**src/rtl/sphere_motor_pkg.sv**
```systemverilog
// sphere_motor_pkg: shared stepper FSM type and coil phase tables; HALF_STEP_EN selects half-step mode
package sphere_motor_pkg;
  typedef enum logic [1:0] {IDLE, RUN, DONE} state_e;
  localparam logic [3:0][3:0] FULL_TBL = {4'b1001, 4'b1100, 4'b0110, 4'b0011};
  localparam logic [7:0][3:0] HALF_TBL = {4'b1001, 4'b1000, 4'b1100, 4'b0100,
                                          4'b0110, 4'b0010, 4'b0011, 4'b0001};
`ifdef HALF_STEP_EN
  localparam int TBL_LEN = 8;
  localparam int IDX_W = 3;
`else
  localparam int TBL_LEN = 4;
  localparam int IDX_W = 2;
`endif
  // Table lengths are powers of two, so an IDX_W-bit index wraps modulo TBL_LEN for free
  function automatic logic [3:0] phase_pattern(input logic [IDX_W-1:0] idx);
`ifdef HALF_STEP_EN
    return HALF_TBL[idx];
`else
    return FULL_TBL[idx];
`endif
  endfunction
endpackage

```
**src/rtl/step_edge_detect.sv**
```systemverilog
// step_edge_detect: one-cycle pulse on each rising edge of a same-domain divided clock
module step_edge_detect (
  input  logic clk,
  input  logic rst,
  input  logic sig_i,
  output logic rise_o
);
  logic prev_q;
  always_ff @(posedge clk) prev_q <= rst ? 1'b0 : sig_i;
  assign rise_o = sig_i & ~prev_q;
endmodule

```
**src/rtl/stepper_phase_sequencer.sv**
```systemverilog
// stepper_phase_sequencer: relative-move stepper coil sequencer driven by step_clk edges; HALF_STEP_EN selects half-step table
module stepper_phase_sequencer
  import sphere_motor_pkg::*;
#(
  parameter int STEP_CNT_W = 16,
  parameter int POS_W      = 32
) (
  input  logic                    input_clk,
  input  logic                    reset,
  input  logic                    step_clk,
  input  logic                    enable,
  input  logic                    cmd_valid,
  output logic                    cmd_ready,
  input  logic                    cmd_dir,
  input  logic [STEP_CNT_W-1:0]   cmd_steps,
  input  logic                    abort,
  output logic [3:0]              coil_out,
  output logic                    busy,
  output logic                    done,
  output logic [STEP_CNT_W-1:0]   steps_left,
  output logic signed [POS_W-1:0] position
);
  state_e                  state_q, state_d;
  logic [IDX_W-1:0]        idx_q, idx_d;
  logic [POS_W-1:0]        pos_q, pos_d;
  logic [STEP_CNT_W-1:0]   left_q, left_d;
  logic                    dir_q, dir_d;
  logic [3:0]              coil_q;
  logic                    step_edge;
  step_edge_detect u_edge (
    .clk   (input_clk),
    .rst   (reset),
    .sig_i (step_clk),
    .rise_o(step_edge)
  );
  // Abort outranks a coincident step edge so an aborted move never completes
  always_comb begin
    state_d = state_q;
    idx_d   = idx_q;
    pos_d   = pos_q;
    left_d  = left_q;
    dir_d   = dir_q;
    if (state_q == IDLE && cmd_valid) begin
      dir_d   = cmd_dir;
      left_d  = cmd_steps;
      state_d = (cmd_steps == '0) ? DONE : RUN;
    end else if (state_q == RUN && abort) begin
      left_d  = '0;
      state_d = IDLE;
    end else if (state_q == RUN && step_edge && enable) begin
      idx_d   = dir_q ? idx_q + IDX_W'(1) : idx_q - IDX_W'(1);
      pos_d   = dir_q ? pos_q + POS_W'(1) : pos_q - POS_W'(1);
      left_d  = left_q - STEP_CNT_W'(1);
      state_d = (left_q == STEP_CNT_W'(1)) ? DONE : RUN;
    end else if (state_q == DONE) begin
      state_d = IDLE;
    end
  end
  always_ff @(posedge input_clk) begin
    if (reset) begin
      state_q <= IDLE;
      idx_q   <= '0;
      pos_q   <= '0;
      left_q  <= '0;
      dir_q   <= 1'b0;
      coil_q  <= 4'b0000;
    end else begin
      state_q <= state_d;
      idx_q   <= idx_d;
      pos_q   <= pos_d;
      left_q  <= left_d;
      dir_q   <= dir_d;
      coil_q  <= enable ? phase_pattern(idx_d) : 4'b0000;
    end
  end
  assign cmd_ready  = (state_q == IDLE) && !reset;
  assign busy       = state_q == RUN;
  assign done       = state_q == DONE;
  assign coil_out   = coil_q;
  assign steps_left = left_q;
  assign position   = pos_q;
endmodule

```
**config.mk**
```make
export PLATFORM = sky130hd
export DESIGN_NAME = stepper_phase_sequencer
export DESIGN_NICKNAME = d
export VERILOG_FILES = /design/src/rtl/sphere_motor_pkg.sv /design/src/rtl/step_edge_detect.sv /design/src/rtl/stepper_phase_sequencer.sv
export SDC_FILE = /design/constraint.sdc
export NUM_CORES = 1
export LEC_CHECK = 0
export ABC_AREA = 1
export ABC_CLOCK_PERIOD_IN_PS = 3100
export BUFFER_PORTS_ARGS = -buffer_cell sky130_fd_sc_hd__buf_2
export CAP_MARGIN = 40
export CORE_UTILIZATION = 55
export DETAILED_ROUTE_END_ITERATION = 16
export PLACE_DENSITY = 0.74
export SYNTH_ARGS = -nofsm -noshare
export SYNTH_HDL_FRONTEND = slang
export SYNTH_SLANG_ARGS = --single-unit
```
**constraint.sdc**
```tcl
create_clock -name input_clk -period 3.1 [get_ports input_clk]
set_input_delay 0.155 -clock input_clk [delete_from_list [all_inputs] [get_ports input_clk]]
set_output_delay 0.155 -clock input_clk [all_outputs]
set_load 0.02 [all_outputs]
```
==> impl_metrics.yaml, run 1 <==
floorplan:
  die_h_um: 94.83
  die_x_um: 94.83
  core-area_um2: 8258
  fp-row-count: 33
  dieArea_um2: 8993
  io_pins: 78
  start_util_pct: 57.39
finish:
  final_util_pct: 65.56
  multiInputGateArea_um2: 3050
  layout_commonest_cell: "nand2_1"
  ff_latch_area_um2: 1161
  syn2layout_area_growth_pct: 14.23
  antenna_cells: 0
  final_cells: 983
  fill_cells: 817
  layout_common_cells: "nand2_1 (216), inv_1 (117), nor2_1 (109)"
  layout-drive-gt1-share_pct: 12.53
  nets: 929
logic_synthesis:
  ys_ff_latch: 58
  yosysUniqueCellTypes: 34
  avgSynthCellArea_um2: 5.947
  synth_area_um2: 4740
  syn-num-nets: 853
  ys_async_sr_fraction_pct: 0
  postSynthCellCount: 797
  yosysWarnings: 0
  synth-main-ff-cell: "dfxtp_1"
  synth_edf_count: 0
  ys_seq_area_share_pct: 24.50
timing:
  period_share_pct: 86.76
  final.min_clock_period_ns: 2.690
  setup_viol: 0
  slew_headroom_pct: 40.36
  skew_ns: 0.01490
  finalMaxSlewViolations: 0
  hold_viol: 0
  fin_setup_tns_ns: 0
  fmax_ghz: 0.3718
  rsz0062_at_grt: "false"
  worstMarginPinSlew_ns: 0.8936
global_routing:
  grt_pass1_wl_mm: 22.71
  grt_pass1_vias: 4990
  grt_usage_pct: 31.94
  grt_max_degree: 36
  overflow: 0
  antenna_found_initial: 0
clocking:
  cts_buffer_depth: 2
  clk_latency_ns: 0.34
  cts_tree: "done"
  cts-resized-gates: 0
  clkTransAtPathRegs_ns: 0.09
  clock-sinks: 58
  cts_hold_buf: 0
  root_buffer: "clkbuf_8"
  h-tree-depth: 3
  postCtsSetupBuffers: 0
  cts_buffers: 9
pwr:
  power_density_nw_per_um2: 455.0
  power.leakage_nw: 3.162
  intPower_mw: 1.414
  totalPowerFinal_mw: 2.464
  p_sw_mw: 1.050
  p_comb_share_pct: 37.6
  switching_share_pct: 42.62
  p_seq_share_pct: 34.4
  clkPwrFrac_pct: 28.1
  ir_drop_v: 0.0002549
place:
  place.gp.congestion: 0.9341
  dp_hpwl_mm: 10.37
  dp.cells: 966
  portBuffers: 77
worst_setup_path:
  critPathMaxFanout: 11
  worstSetupPathType: "flip-flop to flip-flop"
  start_kind: "flip-flop"
  cp.arrival_ns: 2.94
  required_ns: 3.35
  endpoint_kind: "flip-flop"
routing:
  drt-initial-drc-count: 214
  wl_met3_um: 784
  drtAntennaViolNets: 0
  top_layer: "met4"
  wl_per_cell_um: 13.81
  vias: 5394
  dr.pass1.iters: 5
  viasPerCell: 5.487
  met2_length_mm: 6.245
  drc_errors: 0
  wl_mm: 13.58
  met1_length_mm: 6.213
flow_run:
  maxCapViolCount: 0
status:
  run_status: "finished clean"
worst_hold_path:
  worstHoldPathType: "input pin to flip-flop"
[through the flow]
step                setup WS, ns  instance area, µm²  hold WS, ns
finish                    0.4103                5414      0.02754
floorplan                 0.7901                4740       0.2799
CTS                       0.4822                5399      0.02488
global placement          0.5511                5213       0.3693
detailed placement        0.5013                5213       0.3748
global route              0.1378                5414      0.05347
[Yosys cell counts, types with 9 or more instances]
cell type / n / area (µm²)
nand2_1: 216 / 810.8
nand3_1: 55 / 275.3
dfxtp_1: 58 / 1161
inv_1: 117 / 439.2
a21oi_1: 49 / 245.2
nand4_1: 12 / 75.07
o21ai_0: 53 / 265.3
a31oi_1: 16 / 100.1
nor2_1: 109 / 409.1
ha_1: 32 / 400.4
nor3_1: 9 / 45.04
xor2_1: 9 / 78.83
[power by group through the flow]
stage	Sequential, mW	Combinational (mW)	Clock, mW
final	0.846	0.926	0.691
after global routing	0.855	1.04	0.723
after CTS	0.846	0.904	0.692
after detailed placement	0.862	0.899	0
after global placement	0.859	0.890	0
after floorplan	0.905	0.625	0
[layout make-up]
class | count | area share [%]
clock buffer | 10 | 2.542
clock inverter | 6 | 0.9013
inverter | 119 | 8.251
multi-input combinational | 602 | 56.34
sequential | 58 | 21.45
tap | 105 | 2.427
timing repair buffer | 83 | 8.089
[final timing paths]
| path | startpoint | end | slack, ns | cells past startpoint |
|---|---|---|---|---|
| max | dir_q | position[18] | 0.41 | 12 |
| min | step_clk | u_edge.prev_q | 0.03 | 3 |
| max reg2reg | dir_q | position[18] | 0.41 | 12 |
| min reg2reg | position[31] | position[31] | 0.51 | 2 |
[worst max-delay path, stage by stage (launching register included)]
cell	delay (ns)
dfxtp_1	0.43
inv_1	0.25
buf_4	0.26
ha_1	0.39
nand2_1	0.13
nor2_1	0.16
inv_1	0.09
nor3_1	0.40
nand4_1	0.18
nand4_1	0.12
nand3_1	0.08
nand2_1	0.07
inv_1	0.04
[state kept, by name, indices dropped and copies added, names as in the netlist]
name / count
idx_q: 2
coil_out: 4
steps_left: 16
dir_q: 1
position: 32
state_q: 2
u_edge.prev_q: 1
[kinds of logic (layout without fill, tap and decap cells)]
kind of cell	count (synthesis)	after routing	share of synthesized area [%]
simple gates	420	420	37.04
buf+inv	137	218	11.14
compound gates	131	131	14.97
flops	58	58	24.50
fa+ha+maj	33	33	8.870
xor+xnor	18	18	3.485
[per-layer routing]
metal	up-vias	global-route usage [%]
li1	2733	-
met3	30	5.314
met1	2432	40.36
met5	-	0
met2	199	53.84
met4	0	12.50
No activity file was read; power rests on OpenSTA's default activity.
==> run 2: changes to the inputs <==
--- a/config.mk
+++ b/config.mk
@@ -11,7 +11,7 @@
 export CAP_MARGIN = 40
 export CORE_UTILIZATION = 55
 export DETAILED_ROUTE_END_ITERATION = 16
-export PLACE_DENSITY = 0.74
+export PLACE_DENSITY = 0.78
 export SYNTH_ARGS = -nofsm -noshare
 export SYNTH_HDL_FRONTEND = slang
 export SYNTH_SLANG_ARGS = --single-unit
==> run 2 against run 1 <==
Global-route usage is 0.47 points lower. Via count is 0.19% lower. Hold slack better by 0.041 ns. Combinational power hardly changed. Cell count is 0.10% higher. Clock skew is 0.0047 ns lower. Sequential power hardly changed. Total power is 1.7% lower. Count of clock-buffer cells in the layout is 1 higher. Utilization is 0.12 points higher. Sequential cell count stayed put. Register-to-register slack worse by 0.07 ns. Largest power group unchanged.
==> impl_metrics.yaml, run 2 (synthesis results as in run 1) <==
clocking:
  cts_buffer_depth: 2
  clock-sinks: 58
  cts_tree: "done"
  cts_hold_buf: 0
  root_buffer: "clkbuf_8"
  cts_buffers: 9
  h-tree-depth: 3
  clk_latency_ns: 0.35
  clkTransAtPathRegs_ns: 0.08
pwr:
  totalPowerFinal_mw: 2.421
  ir_drop_v: 0.0002863
  power_density_nw_per_um2: 446.3
  p_sw_mw: 1.018
  clkPwrFrac_pct: 26.7
  intPower_mw: 1.402
  p_comb_share_pct: 38.4
  switching_share_pct: 42.06
  power.leakage_nw: 3.174
  p_seq_share_pct: 35.0
finish:
  antenna_cells: 0
  layout_commonest_cell: "nand2_1"
  syn2layout_area_growth_pct: 14.44
  stdcell_area_um2: 5424
  final_cells: 984
  layout_common_cells: "nand2_1 (216), inv_1 (117), nor2_1 (109)"
  layout-drive-gt1-share_pct: 12.63
  largest_reg_flops: 32
  nets: 930
  final_util_pct: 65.68
routing:
  drt-initial-drc-count: 301
  vias: 5384
  wl_mm: 13.71
  wl_per_cell_um: 13.93
  drc_errors: 0
  viasPerCell: 5.472
  dr.pass1.iters: 5
  drtAntennaViolNets: 0
worst_setup_path:
  required_ns: 3.36
  reg2reg_slack_ns: 0.34
  critPathMaxFanout: 16
  r2r_start: "dir_q"
  cp-endpoint: "position[24]"
  start_kind: "flip-flop"
  rr_worst_depth: 12
  reg2reg_to: "position[24]"
  cp.arrival_ns: 3.02
  worstSetupPathType: "flip-flop to flip-flop"
  endpoint_kind: "flip-flop"
  critPathLaunch: "dir_q"
timing:
  setup_viol: 0
  skew_ns: 0.01020
  final.min_clock_period_ns: 2.763
  fin_setup_tns_ns: 0
  rsz0062_at_grt: "false"
  period_share_pct: 89.15
  fmax_ghz: 0.3619
  worstMarginPinSlew_ns: 0.5001
  finalMaxSlewViolations: 0
  slew_headroom_pct: 66.45
  final.setup.worst_slack_ns: 0.3365
  hold_slack_ns: 0.06842
  hold_viol: 0
floorplan:
  io_pins: 78
  die_h_um: 94.83
  core-area_um2: 8258
  start_util_pct: 57.39
  fp-row-count: 33
  dieArea_um2: 8993
  die_x_um: 94.83
place:
  place.gp.congestion: 0.9578
  dp_hpwl_mm: 10.58
  portBuffers: 77
  dp.cells: 968
  place_ws_ns: 0.1755
  dpl_cell_area_um2: 5248
worst_hold_path:
  worstHoldPathType: "input pin to flip-flop"
global_routing:
  antenna_found_initial: 0
  met2_usage_pct: 52.22
  grt_pass1_wl_mm: 22.04
  busiest_layer: "met2"
  grt_usage_pct: 31.47
  overflow: 0
  grt_util_met1_pct: 40.52
  grt_pass1_vias: 4861
  grt_max_degree: 36
  met3_usage_pct: 4.992
flow_run:
  maxCapViolCount: 0
status:
  run_status: "finished clean"
## run 2: per-layer routing
layer / part of all wire [%] / up-vias
li1: - / 2722
met2: 46 / 189
met4: 3.0 / 0
met3: 5.9 / 31
met1: 45 / 2442
met5: 0 / -
## run 2: cell type report
class	instances	area, µm²
Multi-Input combinational cell	602	3055
Fill cell	811	2834
Sequential cell	58	1161
Timing Repair Buffer	84	457.9
Inverter	119	446.7
Clock buffer	11	141.4
Tap cell	105	131.4
Clock inverter	5	30.03
## run 2: worst min path at each step
stage,from,end,slack [ns],cells past startpoint
2_1_floorplan,step_clk,u_edge.prev_q,0.28,2
3_3_place_gp,step_clk,u_edge.prev_q,0.37,3
3_5_place_dp,step_clk,u_edge.prev_q,0.42,3
4_1_cts,step_clk,u_edge.prev_q,0.06,3
5_1_grt,step_clk,u_edge.prev_q,0.06,3
6_report,step_clk,u_edge.prev_q,0.07,3
## run 2: power groups by stage
stage          logic [mW]  registers, mW  clock network [mW]
4_1_cts             0.916          0.845               0.655
6_report            0.928          0.846               0.646
3_3_place_gp        0.892          0.860                   0
3_5_place_dp        0.910          0.862                   0
2_1_floorplan       0.625          0.905                   0
5_1_grt              1.04          0.852               0.684
## run 2: repair_timing
item	in CTS	in global routing
gates resized for setup	0	1
setup endpoints to repair	0	2
setup buffers	0	0
endpoints found under the hold margin	0	0
## run 2: worst max-delay path, cell delays in order (launching register included)
cell and delay, ns:
dfxtp_1 0.43, inv_1 0.26, buf_4 0.30, ha_1 0.41
nand2_1 0.12, nor2_1 0.19, inv_1 0.11, nor2_1 0.25
nand4_1 0.28, nand4_1 0.15, nand3_1 0.08, nand2_1 0.07
inv_1 0.03
